==> src/rtl/muldiv_ctrl.sv <==
// muldiv_ctrl: iterative 32-step multiply / restoring divide unit with
// architectural HI/LO registers and pipeline interlock for the EX stage.
module muldiv_ctrl (
    input  logic        clk,
    input  logic        rst,
    input  logic        i_start,
    input  logic [5:0]  i_funct,
    input  logic [31:0] i_rs,
    input  logic [31:0] i_rt,
    output logic        o_stall,
    output logic        o_busy,
    output logic        o_done,
    output logic [31:0] o_hi,
    output logic [31:0] o_lo,
    output logic [31:0] o_rd_data
);

    localparam int unsigned AWIDTH      = 32;
    localparam int unsigned FUNCT_WIDTH = 6;
    localparam int unsigned CNT_W       = 5;

    localparam logic [FUNCT_WIDTH-1:0] F_MFHI  = 6'h10;
    localparam logic [FUNCT_WIDTH-1:0] F_MTHI  = 6'h11;
    localparam logic [FUNCT_WIDTH-1:0] F_MFLO  = 6'h12;
    localparam logic [FUNCT_WIDTH-1:0] F_MTLO  = 6'h13;
    localparam logic [FUNCT_WIDTH-1:0] F_MULT  = 6'h18;
    localparam logic [FUNCT_WIDTH-1:0] F_MULTU = 6'h19;
    localparam logic [FUNCT_WIDTH-1:0] F_DIV   = 6'h1A;
    localparam logic [FUNCT_WIDTH-1:0] F_DIVU  = 6'h1B;

    localparam logic [CNT_W-1:0] CNT_LAST = CNT_W'(AWIDTH - 1);

    typedef enum logic [1:0] {
        ST_IDLE = 2'd0,
        ST_RUN  = 2'd1,
        ST_FIX  = 2'd2
    } state_t;

    state_t              r_state;
    state_t              w_state_nx;
    logic [CNT_W-1:0]    r_cnt;
    logic [AWIDTH-1:0]   r_acc;      // product high half / partial remainder
    logic [AWIDTH-1:0]   r_q;        // multiplier / dividend shifting into quotient
    logic [AWIDTH-1:0]   r_b;        // multiplicand / divisor
    logic [AWIDTH-1:0]   r_rs_raw;   // unmodified rs, returned as HI on divide by zero
    logic                r_is_div;
    logic                r_neg_res;
    logic                r_neg_rem;
    logic                r_dz;
    logic [AWIDTH-1:0]   r_hi;
    logic [AWIDTH-1:0]   r_lo;
    logic                r_busy;
    logic                r_done;

    logic                w_is_md;
    logic                w_is_mv;
    logic                w_hilo_op;
    logic                w_accept_md;
    logic                w_signed;
    logic [AWIDTH-1:0]   w_rs_abs;
    logic [AWIDTH-1:0]   w_rt_abs;
    logic [AWIDTH:0]     w_mul_sum;
    logic [AWIDTH:0]     w_div_shift;
    logic                w_div_ge;
    logic [AWIDTH-1:0]   w_div_sub;
    logic [2*AWIDTH-1:0] w_prod;
    logic [2*AWIDTH-1:0] w_prod_fix;
    logic [AWIDTH-1:0]   w_quo_fix;
    logic [AWIDTH-1:0]   w_rem_fix;

    // Request decode, interlock and MFHI/MFLO read port
    always_comb begin
        w_is_md     = (i_funct == F_MULT) || (i_funct == F_MULTU) ||
                      (i_funct == F_DIV)  || (i_funct == F_DIVU);
        w_is_mv     = (i_funct == F_MFHI) || (i_funct == F_MTHI) ||
                      (i_funct == F_MFLO) || (i_funct == F_MTLO);
        w_hilo_op   = i_start && (w_is_md || w_is_mv);
        w_accept_md = w_hilo_op && w_is_md && (r_state == ST_IDLE);
        w_signed    = (i_funct == F_MULT) || (i_funct == F_DIV);
        w_rs_abs    = (w_signed && i_rs[AWIDTH-1]) ? (~i_rs + AWIDTH'(1)) : i_rs;
        w_rt_abs    = (w_signed && i_rt[AWIDTH-1]) ? (~i_rt + AWIDTH'(1)) : i_rt;
        o_stall     = w_hilo_op && r_busy;
        o_rd_data   = '0;
        if (i_start && (i_funct == F_MFHI)) begin
            o_rd_data = r_hi;
        end else if (i_start && (i_funct == F_MFLO)) begin
            o_rd_data = r_lo;
        end
    end

    // One iteration of shift-add multiply and restoring divide, plus sign fixup
    always_comb begin
        w_mul_sum   = {1'b0, r_acc} + (r_q[0] ? {1'b0, r_b} : '0);
        w_div_shift = {r_acc, r_q[AWIDTH-1]};
        w_div_ge    = (w_div_shift >= {1'b0, r_b});
        w_div_sub   = w_div_shift[AWIDTH-1:0] - r_b;
        w_prod      = {r_acc, r_q};
        w_prod_fix  = r_neg_res ? (~w_prod + (2*AWIDTH)'(1)) : w_prod;
        w_quo_fix   = r_neg_res ? (~r_q + AWIDTH'(1)) : r_q;
        w_rem_fix   = r_neg_rem ? (~r_acc + AWIDTH'(1)) : r_acc;
    end

    // State register
    always_ff @(posedge clk) begin
        if (rst) begin
            r_state <= ST_IDLE;
        end else begin
            r_state <= w_state_nx;
        end
    end

    // Next-state logic
    always_comb begin
        w_state_nx = r_state;
        case (r_state)
            ST_IDLE: if (w_accept_md) w_state_nx = ST_RUN;
            ST_RUN:  if (r_cnt == CNT_LAST) w_state_nx = ST_FIX;
            ST_FIX:  w_state_nx = ST_IDLE;
            default: w_state_nx = ST_IDLE;
        endcase
    end

    // Operand capture, iteration datapath and HI/LO writeback
    always_ff @(posedge clk) begin
        if (rst) begin
            r_cnt     <= '0;
            r_acc     <= '0;
            r_q       <= '0;
            r_b       <= '0;
            r_rs_raw  <= '0;
            r_is_div  <= 1'b0;
            r_neg_res <= 1'b0;
            r_neg_rem <= 1'b0;
            r_dz      <= 1'b0;
            r_hi      <= '0;
            r_lo      <= '0;
            r_busy    <= 1'b0;
            r_done    <= 1'b0;
        end else begin
            r_busy <= (w_state_nx != ST_IDLE);
            r_done <= (r_state == ST_FIX);
            case (r_state)
                ST_IDLE: begin
                    if (w_accept_md) begin
                        r_cnt     <= '0;
                        r_acc     <= '0;
                        r_is_div  <= i_funct[1];
                        r_q       <= i_funct[1] ? w_rs_abs : w_rt_abs;
                        r_b       <= i_funct[1] ? w_rt_abs : w_rs_abs;
                        r_rs_raw  <= i_rs;
                        r_neg_res <= w_signed && (i_rs[AWIDTH-1] ^ i_rt[AWIDTH-1]);
                        r_neg_rem <= w_signed && i_rs[AWIDTH-1];
                        r_dz      <= (i_rt == '0);
                    end else if (w_hilo_op && (i_funct == F_MTHI)) begin
                        r_hi <= i_rs;
                    end else if (w_hilo_op && (i_funct == F_MTLO)) begin
                        r_lo <= i_rs;
                    end
                end
                ST_RUN: begin
                    r_cnt <= r_cnt + CNT_W'(1);
                    if (r_is_div) begin
                        r_acc <= w_div_ge ? w_div_sub : w_div_shift[AWIDTH-1:0];
                        r_q   <= {r_q[AWIDTH-2:0], w_div_ge};
                    end else begin
                        r_acc <= w_mul_sum[AWIDTH:1];
                        r_q   <= {w_mul_sum[0], r_q[AWIDTH-1:1]};
                    end
                end
                ST_FIX: begin
                    if (!r_is_div) begin
                        r_hi <= w_prod_fix[2*AWIDTH-1:AWIDTH];
                        r_lo <= w_prod_fix[AWIDTH-1:0];
                    end else if (r_dz) begin
                        r_hi <= r_rs_raw;
                        r_lo <= '1;
                    end else begin
                        r_hi <= w_rem_fix;
                        r_lo <= w_quo_fix;
                    end
                end
                default: begin
                    r_cnt <= '0;
                end
            endcase
        end
    end

    assign o_busy = r_busy;
    assign o_done = r_done;
    assign o_hi   = r_hi;
    assign o_lo   = r_lo;

endmodule

==> config.mk <==
export PLATFORM = sky130hd
export DESIGN_NAME = muldiv_ctrl
export DESIGN_NICKNAME = d
export VERILOG_FILES = /design/src/rtl/muldiv_ctrl.sv
export SDC_FILE = /design/constraint.sdc
export NUM_CORES = 1
export LEC_CHECK = 0
export ABC_CLOCK_PERIOD_IN_PS = 3300
export CORE_MARGIN = 1.5
export CORE_UTILIZATION = 53
export CTS_CLUSTER_SIZE = 14
export DETAILED_ROUTE_END_ITERATION = 7
export HOLD_SLACK_MARGIN = 0.08
export PLACE_DENSITY = 0.84
export RECOVER_POWER = 25
export SKIP_LAST_GASP = 1
export SYNTH_ARGS = -nofsm -noshare
export SYNTH_HDL_FRONTEND = slang
export SYNTH_SLANG_ARGS = --single-unit
==> constraint.sdc <==
create_clock -name clk -period 3.3 [get_ports clk]
set_input_delay 0.99 -clock clk [delete_from_list [all_inputs] [get_ports clk]]
set_output_delay 0.99 -clock clk [all_outputs]
set_load 0.1 [all_outputs]
### Word-level counts from Yosys, hierarchy flattened

Index checks and enable logic that the tools add are counted.

* register bits: 205
* latch bits: 0
* memory bits (writable): 0
* bits in read-only memories: 0
* input bits: 73
* word-level logic and storage cells: 108
* memories kept: 0

* add/subtract/negate cells: 8
* $mul: 0
* divide/modulo/power cells: 0
* order comparisons: 1
* equal/unequal tests: 16
* shift-type cells: 0
* multiplexer cells: 33
* bitwise operators: 7
* reductions and logical operators: 29

Operator list (number)
* 32-bit two-way mux: 23
* 32-bit case mux with 2 select lines: 4
* 32-bit by 1-bit adder with 32-bit output, second input constant: 4
* 32-bit inverter: 4
* 64-bit by 1-bit adder with 64-bit output, second input constant: 1
* 64-bit two-way mux: 1
* 64-bit inverter: 1
* 6-bit by 5-bit == test with 1-bit output, second input constant: 8
* 32-bit by 32-bit adder with 33-bit output: 1
* 33-bit by 32-bit >= comparator with 1-bit output: 1
* 32-bit zero test: 1
* 32-bit subtractor: 1
* 5-bit case mux with 3 select lines: 1
* 1-bit logical AND: 11
* 1-bit logical OR: 8
* 2-bit != test, second input constant: 3
* 2-bit AND reduction: 3
* 2-bit nonzero test: 3
* 5-bit by 1-bit adder with 5-bit output, second input constant: 1
* 5-bit == test, second input constant: 1
* 5-bit two-way mux: 1
* 2-bit two-way mux: 2
* 2-bit by 1-bit != test with 1-bit output, second input constant: 2
* 2-bit case mux with 2 select lines: 1
* other kinds (7): 7

### Longest topological paths before layout

* depth after elaboration: 11
* gate-level depth with buffers: 14

### Worst setup path before layout

Ideal clock, no wire load.

* kind: in2out
* start: in i_funct[2]
* end: out o_rd_data[10]
* arrival: 3567 ps
* required time: 2310 ps
* slack: -1257 ps
* stages on the path: 6
* cells stage by stage: nor3b_1 nand2_1 or3_1 clkbuf_1 clkbuf_1 nor2_1

* word-level cells in the longest chain between the ends: 4

Ends and longest elaborated chain
* start: declaration: RTL line 7 `input logic [5:0] i_funct,`
* 6-bit by 5-bit == test with 1-bit output: RTL line 86 `end else if (i_start && (i_funct == F_MFLO)) begin`
* 1-bit logical AND: RTL line 86
* 32-bit two-way mux: RTL line 86
* 32-bit two-way mux *: RTL line 84 `if (i_start && (i_funct == F_MFHI)) begin`
* end: declaration: RTL line 15 `output logic [31:0] o_rd_data`

Mark *: on every way between the ends. The rest lies on a longest branch, timed or not.

### Final worst setup path

* start: in i_funct[2]
* end: out o_rd_data[27]

The elaborated chain is that of the path after synthesis.

==> impl_metrics.sql <==
INSERT INTO impl_metrics (metric_group, metric, value, unit) VALUES
('run_status', 'outcome', 'complete, but fails checks', ''),
('run_status', 'failed_checks', 'capacitance limit, slew limit, setup timing', ''),
('timing', 'postLayoutSetupSlackWorst', '-0.08966', 'ns'),
('power_and_ir_drop', 'p_sw_share', '31.80', '%'),
('yosys', 'combinational_family_with_the_most_area_after_synthesis', 'compound AO/OA/AOI/OAI gates', ''),
('power_and_ir_drop', 'leak', '0.008708', 'uW'),
('global_route', 'first_global_vias', '19480', ''),
('yosys', 'yosysWarnings', '0', ''),
('timing', 'fin_worst_skew', '0.01111', 'ns'),
('clocking', 'cts-buffers-inserted', '25', ''),
('yosys', 'netlist_area', '17160', 'sq um'),
('power_and_ir_drop', 'peakVddDrop', '0.3601', 'mV'),
('clocking', 'clk_pin_slew', '0.06', 'ns'),
('yosys', 'synthesis.area_per_instance', '7.145', 'sq um'),
('yosys', 'synth_cell_type_count', '74', ''),
('timing', 'tightestPinTransition', '1.520', 'ns'),
('finish', 'fill_cell_total_of_the_finished_layout', '2580', ''),
('yosys', 'synth_top_area_cell', 'dfxtp_1', ''),
('timing', 'clock.fmax', '0.2950', 'GHz'),
('clocking', 'clock_tree.root_cell', 'clkbuf_16', ''),
('timing', 'setup_violations', '33', ''),
('floorplan', 'fp-row-count', '65', ''),
('yosys', 'ys_async_sr_fraction', '0', '%'),
('worst_hold_path', 'hold_class', 'flip-flop to flip-flop', ''),
('setup_path', 'crit_path_class', 'primary input to output port', ''),
('yosys', 'ys_ff_latch', '205', ''),
('timing', 'relSlewSlack', '-1.301', '%'),
('place', 'place_worst_setup_slack', '-0.5873', 'ns'),
('setup_path', 'reg2reg_from', 'r_q[0]$_SDFFE_PP0P_', ''),
('power_and_ir_drop', 'share_clk_of_total_power', '40.2', '%'),
('detailed_routing', 'detail_route.vias_per_cell', '6.681', ''),
('setup_path', 'regToRegEndpoint', 'r_acc[29]$_SDFFE_PP0P_', ''),
('yosys', 'netlist_instances', '2402', ''),
('flow_run', 'maxCapViolCount', '2', ''),
('detailed_routing', 'dr.max_layer_used', 'met4', ''),
('detailed_routing', 'met3RoutedLength', '11.47', 'mm'),
('power_and_ir_drop', 'power.density_cell_area', '296.7', 'nW/um^2'),
('power_and_ir_drop', 'design_power_total', '6699', 'uW'),
('detailed_routing', 'wl_per_cell', '25.07', 'um'),
('finish', 'layout-drive-gt1-share', '19.64', '%'),
('yosys', 'synth_simple_gate_area_share', '21.77', '%'),
('detailed_routing', 'routed-via-count', '20970', ''),
('yosys', 'synth_most_common_cell', 'nand2_1', ''),
('floorplan', 'initial_utilization', '54.11', '%'),
('detailed_routing', 'final_antenna_net_count', '0', ''),
('setup_path', 'r2r.worst_path.cells', '12', ''),
('finish', 'fin_nets', '2860', ''),
('timing', 'final.period_utilization', '102.7', '%'),
('finish', 'area_growth_syn_to_layout', '31.57', '%'),
('yosys', 'synth_top_area_share', '23.91', '%'),
('setup_path', 'crit_required', '2.31', 'ns'),
('place', 'hpwlAfterDp', '59.17', 'mm'),
('clocking', 'tritoncts_num_sinks', '205', ''),
('floorplan', 'fp.dieArea', '33470', 'sq um'),
('detailed_routing', 'wl_met1', '28.65', 'mm'),
('setup_path', 'crit_path_end', 'o_rd_data[27]', ''),
('yosys', 'dominantRegCellSynth', 'dfxtp_1', ''),
('yosys', 'synth_fp_nets', '2547', ''),
('global_route', 'grt_first_pass_wirelength', '118.0', 'mm'),
('floorplan', 'num_io_pins', '172', ''),
('place', 'globalplace.congestion', '1.075', ''),
('global_route', 'global_route.overflow_total', '0', ''),
('timing', 'slew_violations', '78', ''),
('clocking', 'clk-insertion-delay-late', '0.55', 'ns'),
('setup_path', 'setup.reg_to_reg.worst_slack', '-0.06', 'ns'),
('setup_path', 'critical_path.startpoint', 'i_funct[2]', ''),
('clocking', 'cts_tree', 'yes', ''),
('finish', 'fin_util', '71.19', '%'),
('yosys', 'synth_adder_area_share', '5.337', '%'),
('setup_path', 'timing.critical_path.fanout_max', '8', ''),
('yosys', 'synth_seq_area_share', '23.91', '%');
==> cells by family after synthesis <==
logic type      Yosys count
compound gates          725
simple gates            828
flops                   205
buf+inv                 265
xor+xnor                194
mux                     113
fa+ha+maj                72
==> stage by stage <==
stage / instance area, sq um / cells / hold WS [ns] / setup TNS [ns]
5_1_grt: 22570 / 3136 / 0.4734 / -4.517
4_1_cts: 22540 / 3131 / 0.4535 / -2.403
6_report: 22580 / 3138 / 0.4519 / -2.300
3_5_place_dp: 21550 / 3076 / 0.4456 / -34.20
2_1_floorplan: 17560 / 2402 / 0.4312 / -6.591
3_3_place_gp: 21550 / 3076 / 0.4377 / -30.52
==> cells in the final DEF, fill, tap and decap left out, types with 13 or more instances in the layout <==
cell / n
a21o_1: 19
nand2b_1: 21
mux2i_1: 111
nor2b_1: 13
buf_4: 310
xor2_1: 88
clkdlybuf4s50_1: 60
a22oi_1: 24
a31oi_1: 15
nand2_1: 294
nor3_1: 45
nor2_4: 32
and3_1: 13
o221ai_1: 36
o31ai_1: 20
or3_1: 14
o41ai_1: 15
clkbuf_16: 25
o21ai_0: 173
buf_12: 45
dfxtp_1: 201
a211oi_1: 31
nor2_1: 232
a21oi_1: 220
inv_1: 58
nand3_1: 36
clkbuf_1: 64
xnor2_1: 105
ha_1: 68
nand4_1: 21
o211ai_1: 36
nor4_1: 16
==> layer usage <==
metal  global-route usage [%]  vias to the layer above
li1                         -                     9237
met3                    15.43                      401
met4                    30.92                        0
met1                    57.20                     9660
met5                        0                        -
met2                    67.57                     1667
==> repair_timing <==
action | 4_1_cts | 5_1_grt
endpoints found under the setup margin | 56 | 97
cloned | 2 | 0
pin swaps | 21 | 33
buffers inserted | 7 | 5
gates resized for setup | 49 | 62
==> area by class of cell <==
type	count	area (sq um)	share of cell area, %
Clock buffer	36	706.9	3.131
Tap cell	402	503.0	2.228
Antenna cell	2	5.005	0.02217
Inverter	61	234.0	1.036
Sequential cell	205	4114	18.22
Timing Repair Buffer	490	4252	18.83
Multi-Input combinational cell	1932	12690	56.22
Clock inverter	10	71.32	0.3159
==> critical path, cell delays in order <==
cell and delay, ns:
buf_6 0.09, nor3b_2 0.20, nand2_1 0.09, or3_4 0.48, buf_12 0.22, nor2_4 0.11, buf_12 0.18
==> power groups by stage <==
| stage | Combinational (uW) | Clock (uW) | Sequential (uW) |
|---|---|---|---|
| CTS | 1360 | 2680 | 2540 |
| finish | 1460 | 2690 | 2550 |
| global route | 1520 | 2780 | 2550 |
| detailed placement | 1350 | 0 | 2600 |
| global placement | 1330 | 0 | 2600 |
| floorplan | 684 | 0 | 2620 |
==> flip-flops by register name (all words and copies together), names as in the netlist, 2 cells and up <==
name      flops
r_q          32
r_rs_raw     32
r_acc        32
o_hi         32
r_cnt         5
o_lo         32
r_b          32
r_state       2
==> how the worst min path moves through the flow <==
| stage | from | endpoint | slack [ns] | depth (start not counted) |
|---|---|---|---|---|
| 3_3_place_gp | r_rs_raw[27]$_SDFFE_PP0P_ | r_rs_raw[27]$_SDFFE_PP0P_ | 0.44 | 2 |
| 6_report | r_b[19]$_SDFFE_PP0P_ | r_b[19]$_SDFFE_PP0P_ | 0.45 | 2 |
| 2_1_floorplan | r_rs_raw[27]$_SDFFE_PP0P_ | r_rs_raw[27]$_SDFFE_PP0P_ | 0.43 | 2 |
| 3_5_place_dp | r_rs_raw[27]$_SDFFE_PP0P_ | r_rs_raw[27]$_SDFFE_PP0P_ | 0.45 | 2 |
| 5_1_grt | r_b[10]$_SDFFE_PP0P_ | r_b[10]$_SDFFE_PP0P_ | 0.47 | 2 |
| 4_1_cts | r_rs_raw[27]$_SDFFE_PP0P_ | r_rs_raw[27]$_SDFFE_PP0P_ | 0.45 | 2 |
No activity file was read; power rests on OpenSTA's default activity.
